$ cat src/rtl/proj_fm_ring_pkg.sv
// Shared constants and types for the fragment-memory ring between the symbol
// writer and the fragment reader.
package proj_fm_ring_pkg;

   localparam int FM_RING_BUFFER_COUNT = 4;
   localparam int FM_RING_DEPTH        = 256;
   localparam int FM_DATA_BITS         = 2;
   localparam int FM_RING_FRAG_SYMS    = 32;
   localparam int FM_RING_IDX_LEN      = 10;

   typedef logic [FM_DATA_BITS-1:0] fm_sym_t;

   // Next slot in a ring of n entries, written out so non-power-of-two rings wrap correctly.
   function automatic int fm_ring_next(input int cur, input int n);
      return (cur == n - 1) ? 0 : cur + 1;
   endfunction

endpackage

$ cat src/rtl/proj_fm_ring_frag_extract.sv
// Combinational fragment window: picks FRAG_SYMS symbols from one buffer row at
// a signed start index, substituting zero for any position outside the row.
module proj_fm_frag_extract
   import proj_fm_ring_pkg::*;
#(
   parameter int DEPTH     = FM_RING_DEPTH,
   parameter int DATA_BITS = FM_DATA_BITS,
   parameter int FRAG_SYMS = FM_RING_FRAG_SYMS,
   parameter int IDX_LEN   = FM_RING_IDX_LEN
) (
   input  logic [DEPTH*DATA_BITS-1:0]     i_row,
   input  logic [IDX_LEN-1:0]             i_idx,
   output logic [FRAG_SYMS*DATA_BITS-1:0] o_frag
);

   localparam int AW = $clog2(DEPTH);

   for (genvar j = 0; j < FRAG_SYMS; j++) begin : g_sym
      logic [IDX_LEN:0] w_p;
      logic             w_in_range;

      // One extra bit keeps idx + j from wrapping back into the valid range.
      assign w_p        = {i_idx[IDX_LEN-1], i_idx} + (IDX_LEN+1)'(j);
      assign w_in_range = !w_p[IDX_LEN] && (w_p < (IDX_LEN+1)'(DEPTH));
      assign o_frag[j*DATA_BITS +: DATA_BITS] =
         w_in_range ? i_row[w_p[AW-1:0]*DATA_BITS +: DATA_BITS] : '0;
   end

endmodule

$ cat src/rtl/proj_fm_ring.sv
// N-deep ring of symbol buffers: the writer fills whole buffers under
// back-pressure, the reader pulls padded fragments from the oldest full one.
module proj_fm_ring
   import proj_fm_ring_pkg::*;
#(
   parameter int BUFFER_COUNT = FM_RING_BUFFER_COUNT,
   parameter int DEPTH        = FM_RING_DEPTH,
   parameter int DATA_BITS    = FM_DATA_BITS,
   parameter int FRAG_SYMS    = FM_RING_FRAG_SYMS,
   parameter int IDX_LEN      = FM_RING_IDX_LEN
) (
   input  logic                                clk,
   input  logic                                rst_n,
   input  logic                                flush,
   input  logic                                in_valid,
   input  logic [DATA_BITS-1:0]                in_data,
   output logic                                in_ready,
   output logic                                rd_avail,
   output logic [$clog2(BUFFER_COUNT+1)-1:0]   full_cnt,
   input  logic                                rd_req,
   input  logic [IDX_LEN-1:0]                  rd_idx,
   input  logic                                rd_release,
   output logic                                out_valid,
   output logic [FRAG_SYMS*DATA_BITS-1:0]      out_frag,
   output logic                                err_underflow
);

   localparam int AW = $clog2(DEPTH);
   localparam int BW = $clog2(BUFFER_COUNT);
   localparam int CW = $clog2(BUFFER_COUNT+1);

   logic [BUFFER_COUNT-1:0][DEPTH*DATA_BITS-1:0] r_mem;
   logic [BW-1:0]                  r_wbuf;
   logic [BW-1:0]                  r_rbuf;
   logic [AW-1:0]                  r_waddr;
   logic [CW-1:0]                  r_full_cnt;
   logic                           r_out_valid;
   logic [FRAG_SYMS*DATA_BITS-1:0] r_out_frag;
   logic                           r_err;

   logic                           w_wr;
   logic                           w_done;
   logic                           w_rel;
   logic                           w_rd;
   logic [DEPTH*DATA_BITS-1:0]     w_row;
   logic [FRAG_SYMS*DATA_BITS-1:0] w_frag;

   assign in_ready      = (r_full_cnt != CW'(BUFFER_COUNT));
   assign rd_avail      = (r_full_cnt != '0);
   assign full_cnt      = r_full_cnt;
   assign out_valid     = r_out_valid;
   assign out_frag      = r_out_frag;
   assign err_underflow = r_err;

   assign w_wr   = in_valid && in_ready;
   assign w_done = w_wr && (r_waddr == AW'(DEPTH-1));
   assign w_rel  = rd_release && rd_avail;
   assign w_rd   = rd_req && rd_avail;
   assign w_row  = r_mem[r_rbuf];

   proj_fm_frag_extract #(
      .DEPTH     (DEPTH),
      .DATA_BITS (DATA_BITS),
      .FRAG_SYMS (FRAG_SYMS),
      .IDX_LEN   (IDX_LEN)
   ) u_extract (
      .i_row  (w_row),
      .i_idx  (rd_idx),
      .o_frag (w_frag)
   );

   // Storage has no reset: contents are only ever read after a full rewrite.
   always_ff @(posedge clk) begin
      if (w_wr) r_mem[r_wbuf][r_waddr*DATA_BITS +: DATA_BITS] <= in_data;
   end

   always_ff @(posedge clk or negedge rst_n) begin
      if (!rst_n) begin
         r_wbuf      <= '0;
         r_rbuf      <= '0;
         r_waddr     <= '0;
         r_full_cnt  <= '0;
         r_out_valid <= 1'b0;
         r_out_frag  <= '0;
         r_err       <= 1'b0;
      end else if (flush) begin
         r_wbuf      <= '0;
         r_rbuf      <= '0;
         r_waddr     <= '0;
         r_full_cnt  <= '0;
         r_out_valid <= 1'b0;
         r_err       <= 1'b0;
      end else begin
         if (w_wr)   r_waddr <= r_waddr + 1'b1;
         if (w_done) r_wbuf  <= BW'(fm_ring_next(int'(r_wbuf), BUFFER_COUNT));
         if (w_rel)  r_rbuf  <= BW'(fm_ring_next(int'(r_rbuf), BUFFER_COUNT));
         case ({w_done, w_rel})
            2'b10:   r_full_cnt <= r_full_cnt + 1'b1;
            2'b01:   r_full_cnt <= r_full_cnt - 1'b1;
            default: r_full_cnt <= r_full_cnt;
         endcase
         r_out_valid <= w_rd;
         if (w_rd) r_out_frag <= w_frag;
         if ((rd_req || rd_release) && !rd_avail) r_err <= 1'b1;
      end
   end

endmodule

$ cat config.mk
export PLATFORM = sky130hd
export DESIGN_NAME = proj_fm_ring
export DESIGN_NICKNAME = d
export VERILOG_FILES = /design/src/rtl/proj_fm_ring_pkg.sv /design/src/rtl/proj_fm_ring_frag_extract.sv /design/src/rtl/proj_fm_ring.sv
export SDC_FILE = /design/constraint.sdc
export NUM_CORES = 2
export LEC_CHECK = 0
export CORE_MARGIN = 4
export CORE_UTILIZATION = 65
export DETAILED_ROUTE_END_ITERATION = 6
export PLACE_DENSITY_LB_ADDON = 0.05
export SKIP_LAST_GASP = 1
export SYNTH_ARGS = -nofsm -noshare
export SYNTH_HDL_FRONTEND = slang
export SYNTH_HIERARCHICAL = 1
export SYNTH_SLANG_ARGS = --single-unit
$ cat constraint.sdc
create_clock -name clk -period 5.8 [get_ports clk]
set_clock_uncertainty 0.15 [all_clocks]
set_input_delay 0.87 -clock clk [delete_from_list [all_inputs] [get_ports clk]]
set_output_delay 0.87 -clock clk [all_outputs]
set_load 0.005 [all_outputs]
==> metrics.txt, run 1 <==
Detail Placement HPWL=approximately 470000 um; Die H=between 400 and 500 um; number of port buffers=88; fraction of registers with async set/reset=0.03805; error message=[ERROR GRT-0116] Global routing finished with congestion. Check the congestion regions in the DRC Viewer.; Synth area leaders=edfxtp_1 47%, mux4_2 24%, nor2_1 5.4%; synth unique cells=between 100 and 150; Post-synth EDFFs=~2000; GRT Util Overall=0.7096; Post-synth top flop=edfxtp_1; post_cts resized=0; Placement Setup Slack=0.4558 ns; Fail Step=5_1_grt; flops & latches, synth=2129; Starting Density=0.6561; dpl cell area=134300 um2; Row Count=163; Synth top area share=0.4733; status=stopped before the end; Die Wd=455.1 um; Mapped Area=129900 um2; htree depth=4; first-pass GRT wire length=988700 um; vias in the first global route=114644; Root Driver=clkbuf_16; Post-Syn Instances=9486; Clock Sink Count=~2100; largest net degree at the start of global routing=between 100 and 150; Setup Buffers After CTS=0; GR Overflow Total=43; register area share after synthesis=0.4889; Syn Area/Cell=13.70 um2; yosys warns=6; CTS hold repair buffers=1; Synth area leader=edfxtp_1; Bufs on Longest Clock Path=3; GPL Wtd Cong=about 1.2; Synthesized Nets=9532; I/O pins=89; CTS Buf Count=about 200
-- per-stage QoR --
stage               instances  hold WS (ns)
global placement        11803        0.3390
detailed placement      11803        0.3449
CTS                     12179        0.2422
floorplan                9486        0.3555
-- kinds of logic after synthesis --
group | count (synthesis) | share of synthesized area
compound gates | 713 | 0.03577
xor+xnor | 207 | 0.01511
fa+ha+maj | 28 | 0.002754
buf+inv | 908 | 0.03507
flops | 2129 | 0.4889
mux | 2392 | 0.3234
simple gates | 3109 | 0.09898
-- cells in the mapped netlist, types with 135 or more instances --
master,n
edfxtp_1,2048
nor2_1,1863
mux4_2,1409
nand2_1,652
mux2i_1,625
mux2_2,357
clkbuf_1,298
buf_2,265
nand3_1,198
a21oi_1,189
nor3_1,158
xnor2_1,144
buf_4,135
-- layer usage --
layer  global-route usage  GRT overflow
met1               0.7222             1
met5               0.3120             0
met3               0.5673             3
met4               0.6612            24
met2               0.8681            15
==> inputs of run 2 (changes only) <==
Settings changed: CORE_UTILIZATION 65 to 40, PLACE_DENSITY_LB_ADDON 0.05 to 0.15.
==> metrics.txt, run 2 <==
status=completed (was stopped before the end); nets@finish=~9600; Synthesized Nets=9532 (unchanged); Die Wd=577.9 um (was 455.1 um); # DRC=0; Mapped Area=129900 um2 (unchanged); Die Footprint=334000 um2; fraction of layout instances using a drive strength above 1=0.2879; Post-synth EDFFs=2048 (unchanged); core area=about 320000 um2; Setup TNS=0 ns; WHS=0.3427 ns; CTS tree=built; Post-Syn Instances=9486 (unchanged); GR Overflow Total=0; Clk Latency, worst-skew pair=0.99 ns; FILL cells=29288; 1st-iter DRT viols=15868; worst min path class=primary input to asynchronous set/reset pin; Area Overhead vs Synth=11.71%; vias=a little under 100k; CTS Buf Count=230 (was 203); unrepaired setup endpoints after global routing=false; Synth area leaders=edfxtp_1 47%, mux4_2 24%, nor2_1 5.4% (unchanged); Clock Sink Count=2129 (unchanged); total power=38.02 mW; register area share after synthesis=0.4889 (unchanged); dpl cells=13601 (was 11803); Setup Buffers After CTS=0 (unchanged); Detail Placement HPWL=554000 um (was 474000 um); Achievable Freq=just under 0.2 GHz; Routed Antenna Nets=0; Critical Path RT=around 6.5 ns; htree depth=4 (unchanged); Synth top area share=0.4733 (unchanged); commonest cells in the netlist=2048 x edfxtp_1, 1863 x nor2_1, 1409 x mux4_2 (unchanged); commonest non-fill, non-tap cell in the layout=edfxtp_1; Synth area leader=edfxtp_1 (unchanged); Worst Tran Pin Value=1.403 ns; crit path DAT=5.82 ns; PwrDens=262.0 nW/um2; post_cts resized=0 (unchanged); first-pass GRT wire length=902700 um; number of flip-flops under the largest register name=2048; Non-Filler Instances=between 10000 and 15000; Critical Path Start Type=flip-flop; total length of routed wires=696600 um; fin crit period=5.171 ns; CTS hold repair buffers=1 (unchanged); met3 WL=88440 um; fraction of registers with async set/reset=0.03805 (unchanged); number of port buffers=88 (unchanged); I/O pins=89 (unchanged); Post-Route M1 WL=264200 um; largest net degree at the start of global routing=125; endpoints failing setup=0; critical path endpoint category=flip-flop; Peak VDD IR=0.4277 mV; Bufs on Longest Clock Path=4 (was 3); yosys warns=6 (unchanged); Avg WL per Cell=49.53 um; Starting Density=0.4014 (was 0.6561); Root Driver=clkbuf_16 (unchanged); Syn Area/Cell=13.70 um2 (unchanged); GRT Util Overall=0.4102; Via density=6.969; number of max-cap violations=0; max layer used=met5; final worst path period share=0.8915; Final Hold Vio Count=0; slew margin rel.=0.06262; most numerous cell in the Yosys netlist=edfxtp_1 (unchanged); Top reg by flops=r_mem; WS Path Type=flip-flop to flip-flop; wire length on met2=289500 um; Row Count=209 (was 163); leak pwr=43.23 nW; Final Util=0.4484; final slew viol count=0; Post-synth top flop=edfxtp_1 (unchanged); first drt pass iteration count=6; crit-path max FO=14; initial antenna violation count=84; Clk pin slew, worst setup/hold paths=0.06 ns; vias in the first global route=roughly 92000; Die H=577.9 um (was 455.1 um); synth unique cells=103 (unchanged); GPL Wtd Cong=1.068 (was 1.199); flops & latches, synth=2129 (unchanged); most frequent cells in the layout=2048 x edfxtp_1, 1863 x nor2_1, 1409 x mux4_2
run 2: final cells by class:
cell class	instances	area, um2	share of cell area
Inverter	54	203.9	0.001405
Multi-Input combinational cell	6449	62480	0.4305
Clock buffer	286	5996	0.04131
Timing Repair Buffer	645	5984	0.04123
Sequential cell	2129	63530	0.4377
Tap cell	4325	5411	0.03728
Clock inverter	138	1450	0.009990
Antenna cell	36	90.09	0.0006206
run 2: kinds of logic after synthesis:
family / share of synthesized area
and+or+nand+nor: 0.09898
buffers and inverters: 0.03507
muxes: 0.3234
DFF: 0.4889
xor gates and xnor gates: 0.01511
AOI/OAI and AO/OA: 0.03577
adders and majority gates: 0.002754
run 2: power by group:
part	total (mW)	internal [mW]	switching [mW]	leakage, nW
Clock	14.7	8.28	6.44	3.60
Sequential	16.6	16.6	0.0181	18.5
Combinational	6.67	2.21	4.45	21.2
Total	38.0	27.1	10.9	43.2
run 2: worst paths after layout:
| path | from | to | slack [ns] | cells after the start |
|---|---|---|---|---|
| worst max-delay path | r_rbuf[0] | out_frag[56] | 0.63 | 11 |
| worst min-delay path | rst_n | err_underflow | 0.34 | 2 |
| worst max register to register | r_rbuf[0] | out_frag[56] | 0.63 | 11 |
| worst min register to register | out_frag[31] | out_frag[31] | 0.35 | 1 |
| max in group asynchronous | rst_n | out_frag[5] | 3.83 | 3 |
| min in group clk | out_frag[31] | out_frag[31] | 0.35 | 1 |
run 2: metal layers:
layer	vias to the layer above	GRT usage
li1	37352	-
met1	52309	0.5520
met2	6957	0.5765
met3	1347	0.1288
met4	34	0.2570
met5	-	0
run 2: metrics by stage:
step	setup slack (ns)	cell area (um2)
6_report	0.6294	145200
5_1_grt	0.6075	145100
4_1_cts	0.6581	145100
3_5_place_dp	0.2702	137600
3_3_place_gp	0.2777	137600
2_1_floorplan	0.6730	129900
run 2: worst max-delay path, stage by stage (launching register included):
cell and delay [ns]:
dfrtp_4 0.69, buf_12 0.26, buf_12 0.21, buf_4 0.20, mux4_2 0.67, mux2_1 0.38, mux4_2 0.65, mux4_2 0.52
a2111oi_0 0.63, a2111o_1 0.21, o21ai_1 0.13, mux2_2 0.29
(Power assumes the default switching activity.)
